===== src/rtl/sd_pkg.sv =====
`default_nettype none
// ============================================================================
// Module   : sd_pkg
// Brief    : Shared constants and helpers for the sigma-delta CIC decimator.
// Revision : 1.0
// ============================================================================
package sd_pkg;

   localparam int CIC_ORDER = 3;

   // Bit growth of a 3rd-order CIC fed with a 3-bit sample: 3 + ORDER*log2(R).
   function automatic int cic_width(input int decim);
      return 3 + CIC_ORDER * $clog2(decim);
   endfunction

   function automatic logic signed [2:0] sd_map(input logic [1:0] bits);
      logic signed [2:0] s;
      case (bits)
         2'b00:   s = -3'sd2;
         2'b11:   s = 3'sd2;
         default: s = 3'sd0;
      endcase
      return s;
   endfunction

endpackage
`default_nettype wire


===== src/rtl/sd_cic_comb.sv =====
`default_nettype none
// ============================================================================
// Module   : sd_cic_comb
// Brief    : One CIC comb stage; the delay register captures x when advanced.
// Revision : 1.0
// ============================================================================
module sd_cic_comb #(
   parameter int WIDTH = 21
) (
   input  logic             clk,
   input  logic             reset,
   input  logic             advance,
   input  logic [WIDTH-1:0] x,
   output logic [WIDTH-1:0] y
);

   logic [WIDTH-1:0] dly_q;

   always_ff @(posedge clk) begin
      if (!reset) begin
         dly_q <= '0;
      end else if (advance) begin
         dly_q <= x;
      end
   end

   assign y = x - dly_q;

endmodule
`default_nettype wire


===== src/rtl/sd_decimator.sv =====
`default_nettype none
// ============================================================================
// Module   : sd_decimator
// Brief    : 3rd-order CIC decimator for the 2-bit sigma-delta bitstream.
// Revision : 1.0
// ============================================================================
module sd_decimator
   import sd_pkg::*;
#(
   parameter int DECIM    = 64,
   parameter int BITWIDTH = 32
) (
   input  logic                clk,
   input  logic                reset,
   input  logic                en,
   input  logic [1:0]          sd_in,
   output logic [BITWIDTH-1:0] out_data,
   output logic                out_valid,
   input  logic                out_ready,
   output logic                overrun
);

   localparam int W     = cic_width(DECIM);
   localparam int CNT_W = $clog2(DECIM);
   localparam logic [CNT_W-1:0] CNT_LAST = CNT_W'(DECIM - 1);

   logic [W-1:0]        s_ext;
   logic [W-1:0]        i1_q, i1_d, i2_q, i2_d, i3_q, i3_d;
   logic [CNT_W-1:0]    cnt_q, cnt_d;
   logic                strobe;
   logic                stb_q, v1_q, v2_q;
   logic [W-1:0]        c1_q, c2_q;
   logic [W-1:0]        comb_x [CIC_ORDER];
   logic [W-1:0]        comb_y [CIC_ORDER];
   logic                comb_adv [CIC_ORDER];
   logic [BITWIDTH-1:0] out_data_q, out_data_d;
   logic                out_valid_q, out_valid_d;
   logic                overrun_q, overrun_d;

   assign s_ext  = W'(sd_map(sd_in));
   assign strobe = en && (cnt_q == CNT_LAST);

   always_comb begin
      i1_d  = i1_q;
      i2_d  = i2_q;
      i3_d  = i3_q;
      cnt_d = cnt_q;
      if (en) begin
         i1_d  = i1_q + s_ext;
         i2_d  = i2_q + i1_d;
         i3_d  = i3_q + i2_d;
         cnt_d = (cnt_q == CNT_LAST) ? '0 : cnt_q + 1'b1;
      end
   end

   // i3_q holds the strobed I3 value during the cycle after the strobe edge.
   assign comb_x[0]   = i3_q;
   assign comb_x[1]   = c1_q;
   assign comb_x[2]   = c2_q;
   assign comb_adv[0] = stb_q;
   assign comb_adv[1] = v1_q;
   assign comb_adv[2] = v2_q;

   for (genvar k = 0; k < CIC_ORDER; k++) begin : g_comb
      sd_cic_comb #(.WIDTH(W)) u_comb (
         .clk     (clk),
         .reset   (reset),
         .advance (comb_adv[k]),
         .x       (comb_x[k]),
         .y       (comb_y[k])
      );
   end

   always_comb begin
      out_data_d  = out_data_q;
      out_valid_d = out_valid_q;
      overrun_d   = overrun_q;
      if (out_valid_q && out_ready) begin
         out_valid_d = 1'b0;
      end
      if (v2_q) begin
         if (!out_valid_q || out_ready) begin
            out_data_d  = BITWIDTH'($signed(comb_y[2]));
            out_valid_d = 1'b1;
         end else begin
            overrun_d = 1'b1;
         end
      end
   end

   always_ff @(posedge clk) begin
      if (!reset) begin
         i1_q        <= '0;
         i2_q        <= '0;
         i3_q        <= '0;
         cnt_q       <= '0;
         stb_q       <= 1'b0;
         v1_q        <= 1'b0;
         v2_q        <= 1'b0;
         c1_q        <= '0;
         c2_q        <= '0;
         out_data_q  <= '0;
         out_valid_q <= 1'b0;
         overrun_q   <= 1'b0;
      end else begin
         i1_q        <= i1_d;
         i2_q        <= i2_d;
         i3_q        <= i3_d;
         cnt_q       <= cnt_d;
         stb_q       <= strobe;
         v1_q        <= stb_q;
         v2_q        <= v1_q;
         if (stb_q) c1_q <= comb_y[0];
         if (v1_q)  c2_q <= comb_y[1];
         out_data_q  <= out_data_d;
         out_valid_q <= out_valid_d;
         overrun_q   <= overrun_d;
      end
   end

   assign out_data  = out_data_q;
   assign out_valid = out_valid_q;
   assign overrun   = overrun_q;

endmodule
`default_nettype wire


===== config.mk =====
export PLATFORM = sky130hd
export DESIGN_NAME = sd_decimator
export DESIGN_NICKNAME = d
export VERILOG_FILES = /design/src/rtl/sd_pkg.sv /design/src/rtl/sd_cic_comb.sv /design/src/rtl/sd_decimator.sv
export SDC_FILE = /design/constraint.sdc
export NUM_CORES = 1
export LEC_CHECK = 0
export ABC_AREA = 1
export CORE_MARGIN = 10
export CORE_UTILIZATION = 55
export CTS_BUF_LIST = sky130_fd_sc_hd__clkbuf_4
export CTS_CLUSTER_SIZE = 20
export DETAILED_ROUTE_END_ITERATION = 7
export HOLD_SLACK_MARGIN = 0.06
export PLACE_DENSITY = 0.85
export SYNTH_ARGS = -nofsm -noshare
export SYNTH_HDL_FRONTEND = slang
export SYNTH_SLANG_ARGS = --single-unit

===== constraint.sdc =====
create_clock -name clk -period 5.1 [get_ports clk]
set_clock_uncertainty 0.1 [all_clocks]
set_input_delay 0.51 -clock clk [delete_from_list [all_inputs] [get_ports clk]]
set_output_delay 0.51 -clock clk [all_outputs]
set_load 0.1 [all_outputs]

==> qor.yml <==
status:
  status: "complete, no violations"
layout:
  fin_nets: 2140
  multiInputGateArea_um2: 7780
  fillers: 1926
  drive_above_1_share_pct: 16.0
  area_growth_pct: 19.2
  final_cell_area_um2: 15100
  regArea_um2: 3830
timing:
  fmax_mhz: 204
  fin_crit_sh_pct: 96.1
  period_needed_ns: 4.90
  tightest_slew_ns: 1.09
  slew_headroom_pct: 27.7
  finalHoldViolCount: 0
  setup_violations: 0
  worst_slack_ns: 0.201
  slew_violations: 0
run:
  cap_violations: 0
clocking:
  cts_tree: "built"
  cts_sinks: 191
  htree_levels: 4
  clkLatencyLatePin_ns: 0.60
  hold_buffers: 0
  cts_buffers: 17
  cts_root_buf: "clkbuf_4"
  cts.reportedPaths.clkPinSlew_ns: 0.16
  clock_path_buffers: 2
synthesis:
  synthArstFlopShare_pct: 0
  ys_seq_area_share_pct: 30.1
  yosys.area.top_type: "dfxtp_1"
  yosysUniqueCellTypes: 48
  ys_ff_latch: 191
  synthCells: 1853
  yosys_warnings: 0
  synth_area_per_cell_um2: 6.86
  yosys-top-cells-count: "290 x inv_1, 266 x nand2_1, 228 x a21oi_1, 221 x o21ai_0, 191 x dfxtp_1"
  synth_ff_type: "dfxtp_1"
  netlist.area_leader.share_pct: 30.1
  ys_top_cells_by_area: "dfxtp_1 30%, ha_1 10%, a21oi_1 9.0%, o21ai_0 8.7%, inv_1 8.6%"
  synth.most_common_cell: "inv_1"
  netlist_area_um2: 12700
  synth_edf_count: 0
place:
  placed_area_um2: 14400
  dp_slack_ns: -1.02
  place_congestion: 0.914
  place_hpwl_um: 25200
  io_buffers: 38
worst_setup_path:
  crit_fanout: 4
  crit_slowest_cell: "dfxtp_2"
  r2r-start: "i1_q[2]$_SDFFE_PN0P_"
  reg2reg_setup_slack_ns: 0.20
  crit_type: "flip-flop to flip-flop"
  required_ns: 5.53
  cpPeakStageDelay_ns: 0.44
  crit_path_start_kind: "flip-flop"
  critPathCaptureType: "flip-flop"
  cp.arrival_ns: 5.33
  reg2regPathDepth: 33
  timing.rr.end: "i3_q[20]$_SDFFE_PN0P_"
  critPathLaunch: "i1_q[2]$_SDFFE_PN0P_"
floorplanning:
  io_pins: 40
  core_um2: 22700
  fp.dieW_um: 172
  start_util_pct: 55.9
  dieArea_um2: 29600
  rows: 55
  die_h_um: 172
global_route:
  grt_max_degree: 111
  antenna_found_initial: 1
  gr-total-overflow: 0
  grt_pass1_vias: 11851
  gr-usage-all-layers_pct: 22.4
  grt_pass1_wl_um: 55100
power_and_ir_drop:
  p_leak_uw: 0.00757
  max-vdd-ir-drop_v: 0.000275
  pwr_density_cell_nw_per_um2: 359
drt:
  first_iter_violations: 766
  wl_per_cell_um: 14.7
  wirelength_um: 34000
  ant_nets: 0
  drt_first_pass_iters: 8
  vias: 12632
  route.detailed.drc: 0
  routed_via_density: 5.44
min_path:
  min_path_type: "flip-flop to flip-flop"
  hold_end: "g_comb[1].u_comb.dly_q[18]$_SDFFE_PN0P_"
  whs_path_depth: 2
  hp-start: "g_comb[1].u_comb.dly_q[18]$_SDFFE_PN0P_"
kinds of logic (layout without fill, tap and decap cells):
logic type | Yosys count | count (layout) | synth area share, %
compound gates | 522 | 522 | 22.1
simple gates | 567 | 567 | 18.8
xor+xnor | 92 | 92 | 6.40
other cells | 1 | 5 | 0.0295
flops | 191 | 191 | 30.1
fa+ha+maj | 109 | 109 | 11.0
buf+inv | 371 | 553 | 11.6
through the flow:
stage                     util, %  cells  total power (µW)  hold slack, ns  TNS, ns
after global routing         66.7   2324              5800           0.394   -0.212
after CTS                    65.1   2315              5270           0.376  -0.0195
final                        66.7   2324              5440           0.374        0
after global placement       63.5   2280              4330           0.347    -4.44
after detailed placement     63.5   2280              4400           0.354    -7.02
after floorplan                 -   1856              3300           0.337        0
registers in the layout (all words and copies together) (netlist names):
name,count
c2_q,20
out_data,20
v1_q,1
g_comb.u_comb.dly_q,60
i1_q,20
out_valid,1
cnt_q,6
stb_q,1
i3_q,20
c1_q,20
overrun,1
v2_q,1
i2_q,20
per-layer routing:
layer	vias up	wire length, µm	global-route usage [%]	part of all wire, %
li1	6404	-	-	-
met1	5877	15000	26.3	44
met2	282	17000	40.9	50
met3	69	1210	3.42	3.6
met4	0	874	6.45	2.6
met5	-	0	0	0
cells in the final DEF, fill, tap and decap left out, types with 26 or more instances in the layout:
cell	netlist	final
nand2_1	266	259
nand3_1	51	47
xnor2_1	30	28
nand2_2	19	26
xor2_1	61	51
a21oi_1	228	222
o211ai_1	27	27
buf_4	12	187
ha_1	105	97
o21ai_0	221	214
clkdlybuf4s50_1	0	35
dfxtp_1	191	189
inv_1	290	286
nor2_1	177	171
repair_timing:
action,CTS,global route
gates resized for setup,14,64
gates cloned,0,0
setup endpoints to repair,4,10
buffers inserted,3,8
pin swaps,5,30
report_power, final:
group | internal [µW] | switching, µW | total, µW
Combinational | 1320 | 1590 | 2910
Clock | 219 | 614 | 833
Sequential | 1590 | 110 | 1700
Total | 3130 | 2310 | 5440
layout make-up:
cell class | count | area share, %
antenna | 1 | 0.0165
clock buffer | 17 | 0.843
clock inverter | 15 | 1.02
inverter | 296 | 7.35
multi-input combinational | 1294 | 51.4
sequential | 191 | 25.3
tap | 285 | 2.35
timing repair buffer | 225 | 11.8
how the worst max path moves through the flow:
stage / endpoint / slack (ns) / cells after the start
floorplan: i3_q[20]$_SDFFE_PN0P_ / 0.03 / 39
global placement: i3_q[20]$_SDFFE_PN0P_ / -0.64 / 38
detailed placement: i3_q[20]$_SDFFE_PN0P_ / -1.02 / 38
CTS: i3_q[20]$_SDFFE_PN0P_ / -0.02 / 38
global route: i3_q[20]$_SDFFE_PN0P_ / -0.16 / 33
finish: i3_q[20]$_SDFFE_PN0P_ / 0.20 / 33
worst max-delay path: cells and delay by family, from the launching register on:
kind | cells | cell delay, ns
buffers and inverters | 3 | 0.20
flip-flops | 1 | 0.44
AND/OR/NAND/NOR | 18 | 1.76
AO/OA/AOI/OAI | 8 | 1.34
adder cells (fa/ha/maj) | 3 | 0.79
XOR/XNOR | 1 | 0.15
Power figures use the tool's default switching activity.
